`src/rtl/fetch2_pkg.sv`:
```
// fetch2_pkg: shared constants and the FIFO entry layout for the fetch2 stage.
//   NOP_INST      - instruction substituted into invalid slots (addi x0,x0,0)
//   FETCH_PAIR_W  - width of one imem response (two 32-bit instructions)
//   FETCH_ENTRY_W - width of one buffered entry (PC + pair + slot mask)
package fetch2_pkg;

  localparam logic [31:0] NOP_INST      = 32'h0000_0013;
  localparam int unsigned FETCH_PAIR_W  = 64;
  localparam int unsigned FETCH_ENTRY_W = 98;

  // One buffered instruction pair; mask[0] is slot 0, mask[1] is slot 1.
  typedef struct packed {
    logic [31:0]             pc;
    logic [FETCH_PAIR_W-1:0] data;
    logic [1:0]              mask;
  } fetch_entry_t;

endpackage

```
`src/rtl/fetch2_pair_fifo.sv`:
```
// fetch_pair_fifo: generic circular FIFO of WIDTH-bit entries.
//   clk, rst_n - clock, async active-low reset
//   push/pop   - enqueue push_data / dequeue head (caller guarantees legality)
//   clear      - drop all entries, has priority over push and pop
//   count      - number of valid entries (0..DEPTH)
//   head       - entry at the read pointer (undefined when count == 0)
module fetch_pair_fifo #(
  parameter int unsigned DEPTH = 4,
  parameter int unsigned WIDTH = 98
) (
  input  logic                   clk,
  input  logic                   rst_n,
  input  logic                   push,
  input  logic                   pop,
  input  logic                   clear,
  input  logic [WIDTH-1:0]       push_data,
  output logic [$clog2(DEPTH):0] count,
  output logic [WIDTH-1:0]       head
);

  localparam int unsigned AW = $clog2(DEPTH);
  localparam int unsigned CW = AW + 1;

  logic [WIDTH-1:0] mem [DEPTH];
  logic [AW-1:0]    rd_ptr;
  logic [AW-1:0]    wr_ptr;

  // Pointers and occupancy; pointers wrap naturally since DEPTH is a power of two.
  always_ff @(posedge clk or negedge rst_n) begin
    if (!rst_n) begin
      rd_ptr <= '0;
      wr_ptr <= '0;
      count  <= '0;
    end else if (clear) begin
      rd_ptr <= '0;
      wr_ptr <= '0;
      count  <= '0;
    end else begin
      if (push) wr_ptr <= wr_ptr + AW'(1);
      if (pop)  rd_ptr <= rd_ptr + AW'(1);
      count <= count + CW'(push) - CW'(pop);
    end
  end

  // Storage needs no reset: head is only consumed while count != 0.
  always_ff @(posedge clk) begin
    if (push && !clear) mem[wr_ptr] <= push_data;
  end

  assign head = mem[rd_ptr];

endmodule

```
`src/rtl/fetch2.sv`:
```
// fetch2: second fetch stage. Tags each imem response with the PC that requested
// it, buffers pairs ahead of decode and throttles fetch1 so a response always
// has a FIFO slot waiting for it.
//   clock_i, reset_n_i - clock, async active-low reset
//   pc_i               - address presented to imem this cycle
//   imem_data_i        - imem data for last cycle's address ([31:0] slot 0)
//   flush_i            - drop all buffered and in-flight pairs
//   decode_ready_i     - decode consumes the head pair when valid_o
//   pc_we_o            - fetch1 PC write-enable (request issued this cycle)
//   valid_o, slot_valid_o, inst0_o, inst1_o, pc_o - head pair view
module fetch2
  import fetch2_pkg::*;
#(
  parameter int unsigned DEPTH = 4
) (
  input  logic        clock_i,
  input  logic        reset_n_i,
  input  logic [31:0] pc_i,
  input  logic [63:0] imem_data_i,
  input  logic        flush_i,
  input  logic        decode_ready_i,
  output logic        pc_we_o,
  output logic        valid_o,
  output logic [1:0]  slot_valid_o,
  output logic [31:0] inst0_o,
  output logic [31:0] inst1_o,
  output logic [31:0] pc_o
);

  localparam int unsigned CW = $clog2(DEPTH) + 1;
  localparam int unsigned SW = CW + 1;

  logic         req_q;
  logic [31:0]  req_pc_q;
  logic [CW-1:0] count;
  logic         push;
  logic         pop;
  fetch_entry_t push_entry;
  fetch_entry_t head;

  // Issue only when the in-flight response is guaranteed a slot; a same-cycle
  // pop is deliberately ignored so decode_ready_i has no path to pc_we_o.
  assign pc_we_o = reset_n_i & ~flush_i &
                   ((SW'(count) + SW'(req_q)) < SW'(DEPTH));

  assign push = req_q & ~flush_i;
  assign pop  = valid_o & decode_ready_i & ~flush_i;

  // A target with PC[2] set lands mid-pair, so slot 0 is not part of the stream.
  assign push_entry = '{pc: req_pc_q, data: imem_data_i, mask: {1'b1, ~req_pc_q[2]}};

  // Track the request whose response arrives next cycle.
  always_ff @(posedge clock_i or negedge reset_n_i) begin
    if (!reset_n_i) begin
      req_q    <= 1'b0;
      req_pc_q <= '0;
    end else begin
      req_q <= pc_we_o;
      if (pc_we_o) req_pc_q <= pc_i;
    end
  end

  fetch_pair_fifo #(
    .DEPTH (DEPTH),
    .WIDTH (FETCH_ENTRY_W)
  ) u_fifo (
    .clk       (clock_i),
    .rst_n     (reset_n_i),
    .push      (push),
    .pop       (pop),
    .clear     (flush_i),
    .push_data (push_entry),
    .count     (count),
    .head      (head)
  );

  // Head view with NOP substitution for empty FIFO and invalid slots.
  assign valid_o      = (count != '0);
  assign slot_valid_o = valid_o ? head.mask : 2'b00;
  assign inst0_o      = (valid_o && head.mask[0]) ? head.data[31:0]  : NOP_INST;
  assign inst1_o      = (valid_o && head.mask[1]) ? head.data[63:32] : NOP_INST;
  assign pc_o         = valid_o ? head.pc : 32'h0;

endmodule

```
`config.mk`:
```
export PLATFORM = sky130hd
export DESIGN_NAME = fetch2
export DESIGN_NICKNAME = d
export VERILOG_FILES = /design/src/rtl/fetch2_pkg.sv /design/src/rtl/fetch2_pair_fifo.sv /design/src/rtl/fetch2.sv
export SDC_FILE = /design/constraint.sdc
export NUM_CORES = 1
export LEC_CHECK = 0
export CAP_MARGIN = 10
export CORE_ASPECT_RATIO = 1.25
export CORE_UTILIZATION = 60
export CTS_BUF_LIST = sky130_fd_sc_hd__clkbuf_8 sky130_fd_sc_hd__clkbuf_16
export DETAILED_ROUTE_END_ITERATION = 8
export PLACE_DENSITY = 0.85
export REMOVE_ABC_BUFFERS = 1
export SLEW_MARGIN = 15
export SYNTH_ARGS = -nofsm -noshare
export SYNTH_HDL_FRONTEND = slang
export SYNTH_SLANG_ARGS = --single-unit
```
`constraint.sdc`:
```
create_clock -name clock_i -period 5.35 [get_ports clock_i]
set_input_delay 1.07 -clock clock_i [delete_from_list [all_inputs] [get_ports clock_i]]
set_output_delay 1.07 -clock clock_i [all_outputs]
set_load 0.05 [all_outputs]
```
* Word-level counts from Yosys, hierarchy flattened *
Memories as Yosys holds them, arrays and structs flattened.
Cells that the tools add are included.
Widths: inputs -> output; s select.

word-level totals
  memory bits (writable) = 388
  memory bits (read-only) = 0
  input port bits = 100
  logic and storage cells = 37
  register bits = 40
  output and inout port bits = 100
  bits in latches = 0
  memories = 1

memories
  memory      words  bits a word  read ports  clocked after memory_dff  write ports  line                    source
  u_fifo.mem  4      97           1           0                         1            fetch2_pair_fifo.sv:24  logic [WIDTH-1:0] mem [DEPTH];

cells by class
  bitwise gates (word level) = 7
  multiply operators = 0
  divide/modulo/power cells = 0
  $add $sub $neg = 5
  equal/unequal tests = 0
  mux-type cells = 11
  reductions and logical operators = 7
  shift operators = 0
  $lt $le $gt $ge = 1

operators by type and width
  cell                       count
  $mux 32                    3
  $mux 2                     5
  $and 1x1->1                5
  $add 2x1->2 const B        2
  $add 3x1->4                1
  $lt 4x3->1 const B         1
  $reduce_bool 2->1          2
  $add 3x1->3                1
  $mux 3                     1
  $reduce_bool 3->1          1
  $sub 3x1->3                1
  $logic_and 1x1->1          2
  $mux 1                     2
  $not 1->1                  2
  $logic_and 1x1->1 const B  1
  $logic_not 1->1            1

* Depth between registers and ports, before layout *
  depth in word-level cells = 5
  depth in mapped cells = 9
  mapped depth without buffers = 9

* Modules after synthesis *
A second synthesis with hierarchy kept.

unflattened totals
  cell total of the unflattened synthesis = 740
  area, all modules = 16564.6 um2

modules (own cells, without submodules)
  module           instances  cells an instance  area an instance (um2)  seq. area each (um2)
  fetch_pair_fifo  1          549                14571.5                 11946.5
  fetch2           1          191                1993.2                  825.8

* Worst setup path before layout *
OpenSTA, ideal clock, no wires.

  kind = input -> register
  from = input flush_i
  to = memory u_fifo.mem[0][0] (netlist bit), enable pin
  data arrival time = 3.796 ns
  required time = 4.883 ns
  path buffers = 1
  path slack = 1.087 ns
  setup time = 0.467 ns
  cell stages on the path = 3
  cell sequence = clkbuf_1 -> nor2b_1 -> and2_1

between the ends
  cells in the longest elaborated chain, start to end = 5
  elaborated cells between the ends (all ways) = 6
  classes of those cells = 2 x mux; 2 x bitwise; 2 x reduce/logical

ends and longest elaborated chain
  element                         line                    source
  from (decl)                     fetch2.sv:20            input logic flush_i,
  $not 1->1                       fetch2.sv:46            assign push = req_q & ~flush_i;
  $and 1x1->1                     fetch2.sv:46
  $logic_and 1x1->1 *             fetch2_pair_fifo.sv:47  if (push && !clear) mem[wr_ptr] <= push_data;
  $mux 1 *                        fetch2_pair_fifo.sv:47
  $mux 1 (not written as such) *  fetch2_pair_fifo.sv:47
  to (decl)                       fetch2_pair_fifo.sv:24

Mark *: on every way between the ends. The rest lies on a longest branch, timed or not.

* Worst setup path after layout *
  from = register u_fifo.rd_ptr[0]
  to = output inst1_o[1]

between the ends
  cells in the longest elaborated chain, start to end = 2

ends and longest elaborated chain
  element                 line                    source
  from (decl)             fetch2_pair_fifo.sv:25  logic [AW-1:0] rd_ptr;
  from (signal assigned)  fetch2_pair_fifo.sv:40  if (pop) rd_ptr <= rd_ptr + AW'(1);
  $mem_v2 4x97            -
  $mux 32                 fetch2.sv:81            assign inst1_o = (valid_o && head.mask[1]) ? head.data[63:32] : NOP_INST;
  to (decl)               fetch2.sv:26            output logic [31:0] inst1_o,

Every way passes these cells.

==> flow_metrics.tcl <==
set metrics [dict create \
    fin_util_pct 75.1 \
    synthDistinctLibCells 28 \
    slew_headroom_pct 41.4 \
    swShare_pct 31.9 \
    syn_area_um2 16400 \
    grt_usage_pct 22.2 \
    antenna_found_initial 3 \
    irDropWorstVdd_uv 309 \
    cts_hold_buf 0 \
    setup_tns_ps 0 \
    pwr-share-clk_pct 27.1 \
    setup_viol 0 \
    fillers 1464 \
    synthMuxAreaShare_pct 16.2 \
    grt_pass1_wl_mm 46.1 \
    yosysSeqAreaShare_pct 77.0 \
    p_int_mw 6.81 \
    dr.pass1.iters 5 \
    drive_gt1_share_pct 22.2 \
    grt_max_degree 66 \
    cts_tree "done" \
    yosysTopAreaCell "edfxtp_1" \
    dieArea_um2 28100 \
    worst_slack_ps 1020 \
    fin_crit_ps 4330 \
    drt.antenna.violating_nets 0 \
    status "finished clean" \
    synth_top_family_by_area "multiplexers" \
    dpl_worst_slack_ps 1170 \
    critPathMaxFanout 65 \
    rsz0062_at_grt "no" \
    synth-simple-area-share_pct 4.21 \
    synth_warnings 0 \
    cts.path.max_buffers 3 \
    dp.cells 1255 \
    synth_xor_area_share_pct 0.213 \
    via_count 7661 \
    yosys-top-cells-count "388 x edfxtp_1, 97 x mux4_2, 65 x and2_1, 40 x dfrtp_1, 30 x and3_1" \
    pwr_density_cell_nw_per_um2 497 \
    switching_power_mw 3.19 \
    num-nets-final 1060 \
    grt_pass1_vias 8223 \
    fmax_ghz 0.231 \
    die_h_um 187 \
    synth_top_cell_area_share_pct 70.9 \
    fin_hold_ws_ps 520 \
    wl_per_cell_um 22.9 \
    chipWidth_um 150 \
    ys_ff_latch 428 \
    drv_slew 0 \
    synth_ff_type "edfxtp_1" \
    synth_compound_area_share_pct 0.320 \
    critical_path.top_delay_family "buffers and inverters" \
    synth.area.top_cells "edfxtp_1 71%, mux4_2 13%, dfrtp_1 6.1%" \
    cts.sinks 428 \
    hp-class "register to register" \
    cp-end-kind "output port" \
    core_area_um2 26800 \
    worstSetupPathType "register to output port" \
    hold_viol 0 \
    start_util_pct 61.3 \
    drv_cap 0 \
    drc_errors 0 \
    grt_overflow_total 0 \
    vias_per_cell 5.77 \
    drt-total-wl_mm 30.4 \
    finalNonFillerCells 1327 \
    crit_slowest_cell "clkdlybuf4s50_1" \
    finalClockSkew_ps 17.8 \
    cts.repair.resized 0 \
    io_pins 200 \
    synth_cells 736 \
    cts_max_level 2 \
    synthAdderAreaFrac_pct 0.655 \
    syn_avg_cell_area_um2 22.3 \
    cp_data_required_time_ps 4280 \
    pwr-share-seq_pct 41.5 \
    clock_latency_ps 520 \
    cp_num_buf_inv 2 \
    worst_slew_pin_slew_ps 877 \
    cts_buffers 40 \
    syn2layout_area_growth_pct 22.5 \
    period_share_pct 80.9 \
    path_cells "buf_12, mux4_2, or2_2, clkdlybuf4s50_1" \
    root_buffer "clkbuf_16" \
    num_rows 67 \
    portBuffers 199 \
    async_flop_share_pct 9.35 \
    critPathMaxStageDelay_ps 700 \
    clk_pin_slew_worst_paths_ps 60 \
    dp_hpwl_mm 17.6 \
    post-synth-top-count-cell "edfxtp_1" \
    critPathArrivalTime_ps 3260 \
    gp_congestion 0.707 \
    synth_edf_count 388 \
    pwr-share-comb_pct 31.4 \
    drt_iter0_drc 430 \
    post_cts_buffers 0 \
    power_leakage_nw 6.73 \
    critPathLaunchType "register" \
]
registers in the layout, indices dropped and copies added (netlist names):
name,count
u_fifo.rd_ptr,2
u_fifo.wr_ptr,2
u_fifo.mem,388
req_q,1
u_fifo.count,3
req_pc_q,32
per-stage QoR:
stage	instance area (um2)	power, mW
after floorplan	16200	6.43
after global placement	18900	7.33
after detailed placement	18900	7.39
after CTS	20100	10.1
after global routing	20100	10.4
final	20100	10.0
layout by cell type, fill, tap and decap left out, types with 4 or more instances in the layout:
cell and count:
mux2_4 29, or2_2 6, inv_1 17, clkdlybuf4s50_1 198, nor2_1 7, clkinv_2 6
dfrtp_1 38, buf_4 9, and2_4 4, and2_1 61, and3_1 30, mux4_2 97
buf_12 6, edfxtp_1 388, clkinv_1 5, clkbuf_16 41, ha_1 7
final timing paths:
check,from,end,slack [ps],cells after the start
setup / recovery,u_fifo.rd_ptr[0],inst1_o[1],1020,4
hold / removal,req_pc_q[8],u_fifo.mem[0][73],520,0
setup reg to reg,u_fifo.count[1],req_pc_q[8],2950,5
hold reg to reg,req_pc_q[8],u_fifo.mem[0][73],520,0
max in group asynchronous,reset_n_i,u_fifo.rd_ptr[0],4220,2
min in group asynchronous,reset_n_i,req_pc_q[22],650,2
final cells by class:
type | count | area, um2 | share of cell area [%]
inverters | 9 | 33.8 | 0.168
repair buffers | 214 | 2170 | 10.8
well taps | 345 | 432 | 2.14
multi-input cells | 259 | 3560 | 17.7
diodes | 1 | 2.50 | 0.0124
clock buffers | 44 | 1070 | 5.30
clock inverters | 27 | 205 | 1.02
flip-flops and latches | 428 | 12700 | 62.9
worst register-to-register path: stages (launching register included):
cell	delay [ps]
dfrtp_1	480
ha_1	240
and3_1	210
a2111oi_4	310
buf_4	600
mux2_2	440
cells by family (layout without fill, tap and decap cells):
| kind of cell | count (synthesis) | in the layout |
|---|---|---|
| multiplexers | 130 | 130 |
| XOR/XNOR | 4 | 4 |
| adder cells (fa/ha/maj) | 8 | 8 |
| flip-flops | 428 | 428 |
| buffers and inverters | 49 | 294 |
| AO/OA/AOI/OAI | 4 | 4 |
| other | 0 | 1 |
| AND/OR/NAND/NOR | 113 | 113 |
power groups by stage:
stage	Sequential, mW	Combinational [mW]	Clock (mW)
6_report	4.15	3.14	2.71
5_1_grt	4.18	3.30	2.88
4_1_cts	4.15	3.19	2.76
3_3_place_gp	4.19	3.13	0
3_5_place_dp	4.22	3.16	0
2_1_floorplan	4.29	2.14	0
routing by layer:
| metal | part of all wire [%] | vias to the layer above | GRT usage [%] |
|---|---|---|---|
| li1 | - | 3417 | - |
| met1 | 39 | 3916 | 28.8 |
| met2 | 52 | 269 | 38.7 |
| met3 | 6.6 | 55 | 3.98 |
| met4 | 2.3 | 4 | 6.10 |
| met5 | 0.092 | - | 0 |
No activity file was read; power rests on OpenSTA's default activity.
